**config.mk**
```make
export PLATFORM = sky130hd
export DESIGN_NAME = system_mem_arbiter_flat
export DESIGN_NICKNAME = d
export VERILOG_FILES = /design/src/rtl/system_mem_arbiter_if.sv /design/src/rtl/system_mem_arbiter.sv /design/src/flat_wrapper.sv
export SDC_FILE = /design/constraint.sdc
export NUM_CORES = 1
export LEC_CHECK = 0
export ABC_CLOCK_PERIOD_IN_PS = 4800
export BUFFER_PORTS_ARGS = -buffer_cell sky130_fd_sc_hd__buf_2
export CAP_MARGIN = 20
export CORE_UTILIZATION = 48
export CTS_BUF_LIST = sky130_fd_sc_hd__clkbuf_8
export CTS_CLUSTER_SIZE = 20
export DETAILED_ROUTE_END_ITERATION = 6
export PLACE_DENSITY = 0.87
export SLEW_MARGIN = 20
export SYNTH_ARGS = -nofsm -noshare
export SYNTH_HDL_FRONTEND = slang
export SYNTH_SLANG_ARGS = --single-unit
```
**constraint.sdc**
```tcl
create_clock -name clk -period 4.8 [get_ports clk]
set_clock_uncertainty 0.1 [all_clocks]
set_input_delay 0.24 -clock clk [delete_from_list [all_inputs] [get_ports clk]]
set_output_delay 0.24 -clock clk [all_outputs]
set_load 0.02 [all_outputs]
```
**src/rtl/system_mem_arbiter_if.sv**
```systemverilog
// ============================================================================
//  Module      : system_mem_arbiter_if
//  Description : Bundle of the CPU, video and memory-side signals of the
//                system memory arbiter.
//                slave  - arbiter view (requests in, grants/data out,
//                         drives the memory port)
//                master - requester/environment view (the mirror image)
//  Revision    : 1.0 - initial release
// ============================================================================
`default_nettype none

interface system_mem_arbiter_if #(
  parameter int unsigned ADDR_W = 16,
  parameter int unsigned DATA_W = 8
);
  // CPU port (read/write)
  logic              cpu_req;
  logic              cpu_we;
  logic [ADDR_W-1:0] cpu_addr;
  logic [DATA_W-1:0] cpu_wdata;
  logic              cpu_gnt;
  logic              cpu_rvalid;
  logic [DATA_W-1:0] cpu_rdata;
  // Video port (read-only)
  logic              vid_req;
  logic [ADDR_W-1:0] vid_addr;
  logic              vid_gnt;
  logic              vid_rvalid;
  logic [DATA_W-1:0] vid_rdata;
  // Memory port
  logic [ADDR_W-1:0] mem_addr;
  logic              mem_we;
  logic [DATA_W-1:0] mem_wdata;
  logic [DATA_W-1:0] mem_rdata;

  modport slave (
    input  cpu_req, cpu_we, cpu_addr, cpu_wdata, vid_req, vid_addr, mem_rdata,
    output cpu_gnt, cpu_rvalid, cpu_rdata, vid_gnt, vid_rvalid, vid_rdata,
           mem_addr, mem_we, mem_wdata
  );

  modport master (
    output cpu_req, cpu_we, cpu_addr, cpu_wdata, vid_req, vid_addr, mem_rdata,
    input  cpu_gnt, cpu_rvalid, cpu_rdata, vid_gnt, vid_rvalid, vid_rdata,
           mem_addr, mem_we, mem_wdata
  );
endinterface

`default_nettype wire

```
**src/rtl/system_mem_arbiter.sv**
```systemverilog
// ============================================================================
//  Module      : system_mem_arbiter
//  Description : Two-port arbiter sharing one memory port between the CPU
//                (read/write) and the video fetcher (read-only). One access
//                is issued per cycle; read owners travel down a tag pipe so
//                returning data is flagged to the port that asked for it.
//  Ports       : clk   - system clock, rising edge
//                rst_n - asynchronous active-low reset
//                bus   - system_mem_arbiter_if.slave (CPU, video, memory)
//  Revision    : 1.0 - initial release
// ============================================================================
`default_nettype none

module system_mem_arbiter #(
  parameter int unsigned ADDR_W       = 16,
  parameter int unsigned DATA_W       = 8,
  parameter int unsigned READ_LAT     = 2,
  parameter int unsigned VID_PRIORITY = 1,
  parameter int unsigned STARVE_MAX   = 8
) (
  input  wire                  clk,
  input  wire                  rst_n,
  system_mem_arbiter_if.slave  bus
);

  logic w_cpu_pick;   // arbitration decision, before reset gating
  logic w_vid_pick;
  logic w_cpu_win;    // final grants
  logic w_vid_win;
  logic w_issue_rd;

  logic [ADDR_W-1:0] r_mem_addr;
  logic              r_mem_we;
  logic [DATA_W-1:0] r_mem_wdata;

  // Stage k of the pipe describes the read issued k+1 cycles ago, so stage
  // READ_LAT lines up with the memory returning that read's data.
  logic [READ_LAT:0] r_pipe_vld;
  logic [READ_LAT:0] r_pipe_vid;  // owner tag: 1 = video, 0 = CPU

  generate
    if (VID_PRIORITY != 0) begin : g_prio
      localparam int unsigned    c_STARVE_W   = $clog2(STARVE_MAX + 1);
      localparam logic [c_STARVE_W-1:0] c_STARVE_MAX = c_STARVE_W'(STARVE_MAX);

      logic [c_STARVE_W-1:0] r_starve_cnt;

      // Video wins unless the CPU has been refused STARVE_MAX times in a row.
      assign w_cpu_pick = bus.cpu_req && (!bus.vid_req || (r_starve_cnt == c_STARVE_MAX));
      assign w_vid_pick = bus.vid_req && !w_cpu_pick;

      always_ff @(posedge clk or negedge rst_n) begin
        if (!rst_n) begin
          r_starve_cnt <= '0;
        end else if (!bus.cpu_req || w_cpu_win) begin
          r_starve_cnt <= '0;
        end else if (r_starve_cnt != c_STARVE_MAX) begin
          r_starve_cnt <= r_starve_cnt + 1'b1;
        end
      end
    end else begin : g_rr
      logic r_last_vid;  // last grant went to video; reset value = CPU

      assign w_cpu_pick = bus.cpu_req && (!bus.vid_req || r_last_vid);
      assign w_vid_pick = bus.vid_req && !w_cpu_pick;

      always_ff @(posedge clk or negedge rst_n) begin
        if (!rst_n) begin
          r_last_vid <= 1'b0;
        end else if (w_cpu_win) begin
          r_last_vid <= 1'b0;
        end else if (w_vid_win) begin
          r_last_vid <= 1'b1;
        end
      end
    end
  endgenerate

  // Grants are combinational and held low for the whole reset pulse.
  assign w_cpu_win  = rst_n && w_cpu_pick;
  assign w_vid_win  = rst_n && w_vid_pick;
  assign w_issue_rd = (w_cpu_win && !bus.cpu_we) || w_vid_win;

  // Memory request register: address and write data hold when nobody is
  // granted; the write strobe is a single-cycle pulse.
  always_ff @(posedge clk or negedge rst_n) begin
    if (!rst_n) begin
      r_mem_addr  <= '0;
      r_mem_we    <= 1'b0;
      r_mem_wdata <= '0;
    end else begin
      r_mem_we <= w_cpu_win && bus.cpu_we;
      if (w_cpu_win) begin
        r_mem_addr  <= bus.cpu_addr;
        r_mem_wdata <= bus.cpu_wdata;
      end else if (w_vid_win) begin
        r_mem_addr  <= bus.vid_addr;
      end
    end
  end

  always_ff @(posedge clk or negedge rst_n) begin
    if (!rst_n) begin
      r_pipe_vld <= '0;
      r_pipe_vid <= '0;
    end else begin
      r_pipe_vld <= {r_pipe_vld[READ_LAT-1:0], w_issue_rd};
      r_pipe_vid <= {r_pipe_vid[READ_LAT-1:0], w_vid_win};
    end
  end

  assign bus.cpu_gnt    = w_cpu_win;
  assign bus.vid_gnt    = w_vid_win;
  assign bus.mem_addr   = r_mem_addr;
  assign bus.mem_we     = r_mem_we;
  assign bus.mem_wdata  = r_mem_wdata;
  assign bus.cpu_rvalid = r_pipe_vld[READ_LAT] && !r_pipe_vid[READ_LAT];
  assign bus.vid_rvalid = r_pipe_vld[READ_LAT] &&  r_pipe_vid[READ_LAT];
  // Read data is a straight pass-through; only the owner's rvalid qualifies it.
  assign bus.cpu_rdata  = bus.mem_rdata;
  assign bus.vid_rdata  = bus.mem_rdata;

endmodule

`default_nettype wire

```
**src/flat_wrapper.sv**
```systemverilog
// flat-port wrapper written by rule: the top's interface ports become plain ports
module system_mem_arbiter_flat 
#(
  parameter int unsigned ADDR_W       = 16,
  parameter int unsigned DATA_W       = 8,
  parameter int unsigned READ_LAT     = 2,
  parameter int unsigned VID_PRIORITY = 1,
  parameter int unsigned STARVE_MAX   = 8
)
  (clk, rst_n, bus_cpu_req, bus_cpu_we, bus_cpu_addr, bus_cpu_wdata, bus_vid_req, bus_vid_addr, bus_mem_rdata, bus_cpu_gnt, bus_cpu_rvalid, bus_cpu_rdata, bus_vid_gnt, bus_vid_rvalid, bus_vid_rdata, bus_mem_addr, bus_mem_we, bus_mem_wdata);
  system_mem_arbiter_if #(.ADDR_W(ADDR_W), .DATA_W(DATA_W)) bus_i ();
  input  wire clk;
  input  wire rst_n;
  input wire logic [$bits(bus_i.cpu_req)-1:0] bus_cpu_req;
  input wire logic [$bits(bus_i.cpu_we)-1:0] bus_cpu_we;
  input wire logic [$bits(bus_i.cpu_addr)-1:0] bus_cpu_addr;
  input wire logic [$bits(bus_i.cpu_wdata)-1:0] bus_cpu_wdata;
  input wire logic [$bits(bus_i.vid_req)-1:0] bus_vid_req;
  input wire logic [$bits(bus_i.vid_addr)-1:0] bus_vid_addr;
  input wire logic [$bits(bus_i.mem_rdata)-1:0] bus_mem_rdata;
  output wire logic [$bits(bus_i.cpu_gnt)-1:0] bus_cpu_gnt;
  output wire logic [$bits(bus_i.cpu_rvalid)-1:0] bus_cpu_rvalid;
  output wire logic [$bits(bus_i.cpu_rdata)-1:0] bus_cpu_rdata;
  output wire logic [$bits(bus_i.vid_gnt)-1:0] bus_vid_gnt;
  output wire logic [$bits(bus_i.vid_rvalid)-1:0] bus_vid_rvalid;
  output wire logic [$bits(bus_i.vid_rdata)-1:0] bus_vid_rdata;
  output wire logic [$bits(bus_i.mem_addr)-1:0] bus_mem_addr;
  output wire logic [$bits(bus_i.mem_we)-1:0] bus_mem_we;
  output wire logic [$bits(bus_i.mem_wdata)-1:0] bus_mem_wdata;
  assign bus_i.cpu_req = bus_cpu_req;
  assign bus_i.cpu_we = bus_cpu_we;
  assign bus_i.cpu_addr = bus_cpu_addr;
  assign bus_i.cpu_wdata = bus_cpu_wdata;
  assign bus_i.vid_req = bus_vid_req;
  assign bus_i.vid_addr = bus_vid_addr;
  assign bus_i.mem_rdata = bus_mem_rdata;
  assign bus_cpu_gnt = bus_i.cpu_gnt;
  assign bus_cpu_rvalid = bus_i.cpu_rvalid;
  assign bus_cpu_rdata = bus_i.cpu_rdata;
  assign bus_vid_gnt = bus_i.vid_gnt;
  assign bus_vid_rvalid = bus_i.vid_rvalid;
  assign bus_vid_rdata = bus_i.vid_rdata;
  assign bus_mem_addr = bus_i.mem_addr;
  assign bus_mem_we = bus_i.mem_we;
  assign bus_mem_wdata = bus_i.mem_wdata;
  system_mem_arbiter #(.ADDR_W(ADDR_W), .DATA_W(DATA_W), .READ_LAT(READ_LAT), .VID_PRIORITY(VID_PRIORITY), .STARVE_MAX(STARVE_MAX)) u_core (.clk(clk), .rst_n(rst_n), .bus(bus_i));
endmodule
```
==> qor.csv <==
metric,value,unit
synth-compound-area-share,22.1,%
gr-usage-all-layers,19.9,%
post_cts_resized,0,
start_kind,flop,
vias,1258,
synth_nets,183,
r2r_cells,6,
maxCapViolCount,0,
fin_setup_tns,0,ns
holdCritPathClass,input pin to flop,
p_leak,1.03,nW
synth_top_family_by_area,compound AO/OA/AOI/OAI gates,
die_h,60.9,um
die-area,3710,um2
insertion_delay,0.28,ns
clock_path_buffers,2,
via_per_inst,5.42,
dieWidth,60.9,um
syn_to_final_growth,25.4,%
cts_tree,yes,
ir_worst_vdd,0.257,mV
relSlewSlack,54.4,%
cp.arrival,2.23,ns
post_cts_buffers,0,
min_path_cells,2,
root_buffer,clkbuf_8,
crit_type,flop to output pin,
seq_area_frac_synth,52.6,%
coreArea,3340,um2
finalMaxSlewViolations,0,
synth_top_area_share,52.6,%
dr.pass1.iters,4,
wire_per_inst,14.6,um
critPathMaxFanout,26,
grt.overflow.total,0,
grt_pass1_wl,5170,um
fin_crit_sh,53.6,%
start_util,49.9,%
yosys.area_share.adder,1.50,%
dpl_cell_area,1950,um2
dp.final_hpwl,2420,um
io_buffers,73,
setup_viol,0,
yosys.area.top_type,dfrtp_1,
yosys_warnings,0,
holdWs,0.0778,ns
grt_max_degree,46,
rsz0062_at_grt,no,
antenna_found_initial,0,
synth-xor-area-share,1.58,%
status,completed,
nets,240,
end_kind,output pin,
antenna_left,0,
clk_pin_slew,0.07,ns
htree_levels,2,
rows,21,
avgSynthCellArea,13.0,um2
yosys-top-cells-area,"dfrtp_1 53%, o2111a_1 11%, a221o_1 9.6%, buf_4 7.7%, mux2_2 5.4%",
drt-total-wl,3400,um
synth_cells,128,
drc,0,
drtIter0Drc,42,
worst_pin_slew,0.683,ns
cts.sinks,35,
yosys.area_share.simple,5.03,%
cts-buffers-inserted,5,
pin_count,98,
gp_congestion,0.689,
post_synth_instance_area,1670,um2
n_antenna_cell,0,
cp.required,4.46,ns
grt_pass1_vias,1193,
yosys.cell_types.count,27,
fin_util,62.6,%
max_freq,0.389,GHz
holdBufCountCts,1,
synthMuxAreaShare,6.01,%
power-per-cell-area,392,nW/um2
layout-drive-gt1-share,50.0,%
finalHoldViolations,0,
fin_area,2090,um2
synth-seq-cells,35,
layout_min_cycle_time,2.57,ns
registers in the layout (all words and copies together) (netlist names):
| register | count |
|---|---|
| u_core.bus.mem_addr | 16 |
| u_core.bus.mem_we | 1 |
| u_core.bus.mem_wdata | 8 |
| u_core.g_prio.r_starve_cnt | 4 |
| u_core.r_pipe_vid | 3 |
| u_core.r_pipe_vld | 3 |
area by class of cell:
type                    instances  area [um2]
well taps                      46        57.6
clock inverters                 3        63.8
flip-flops and latches         35         876
inverters                       4        15.0
multi-input cells              62         611
repair buffers                 77         398
clock buffers                   5        68.8
fillers                       289        1250
per-stage QoR:
stage	total power [mW]	setup WS (ns)	cells
2_1_floorplan	0.469	3.02	128
3_3_place_gp	0.514	2.57	222
3_5_place_dp	0.518	2.49	223
4_1_cts	0.827	2.22	232
5_1_grt	0.859	2.10	232
6_report	0.820	2.23	232
cell families after synthesis:
family                   Yosys count
XOR/XNOR                           3
adder cells (fa/ha/maj)            2
flip-flops                        35
AND/OR/NAND/NOR                   12
multiplexers                       9
AO/OA/AOI/OAI                     36
buffers and inverters             31
power breakdown:
group          internal [mW]  leakage, nW  switching, mW
Clock                  0.205       0.0695          0.102
Combinational         0.0699        0.528         0.0917
Sequential             0.331        0.436         0.0194
critical path, cell delays in order (launching register included):
cell and delay [ns]:
dfrtp_1 0.42, inv_1 0.08, ha_1 0.20, nand3b_4 0.22
a211oi_4 0.43, buf_4 0.36, buf_2 0.23
cells in the final DEF (no fill, tap or decap), drive strengths merged, types with 3 or more instances in the layout:
cell type and count:
dfrtp 35, inv 5, o2111a 16, buf 76, a221o 16, nor3 3
mux2 8, clkbuf 5
cell usage after synthesis:
cell / number
xor2_1: 1
o21ai_1: 1
buf_2: 5
nand3_1: 1
clkbuf_2: 1
a221o_1: 16
nor2b_1: 1
mux2_2: 8
nor2_1: 1
o2111a_1: 16
buf_4: 17
o21ai_0: 1
nor4_1: 1
a211oi_2: 1
a21oi_1: 1
clkbuf_1: 3
mux2i_1: 1
inv_1: 4
buf_1: 1
nand2b_1: 1
ha_1: 2
and3b_1: 1
nor3_1: 3
dfrtp_1: 35
and2_1: 2
xnor2_1: 2
nand3b_4: 1
worst paths after layout:
check                                                     startpoint                                        end  slack (ns)
max reg2reg                u_core.g_prio.r_starve_cnt[1]$_DFFE_PN0P_        u_core.bus.mem_wdata[6]$_DFFE_PN0P_        2.48
min reg2reg                           u_core.r_pipe_vld[1]$_DFF_PN0_             u_core.r_pipe_vld[2]$_DFF_PN0_        0.24
max in group asynchronous                                      rst_n         u_core.bus.mem_addr[8]$_DFFE_PN0P_        3.63
max                        u_core.g_prio.r_starve_cnt[1]$_DFFE_PN0P_                                bus_cpu_gnt        2.23
min                                                  bus_cpu_addr[5]         u_core.bus.mem_addr[5]$_DFFE_PN0P_        0.08
min in group asynchronous                                      rst_n  u_core.g_prio.r_starve_cnt[1]$_DFFE_PN0P_        0.23
metal layers:
layer	vias up	GRT usage (%)	share of wire, %
met2	57	32.5	51
li1	586	-	-
met5	-	0	0
met3	9	7.68	7.0
met1	606	22.9	40
met4	0	10.1	2.0
Power figures use the tool's default switching activity.
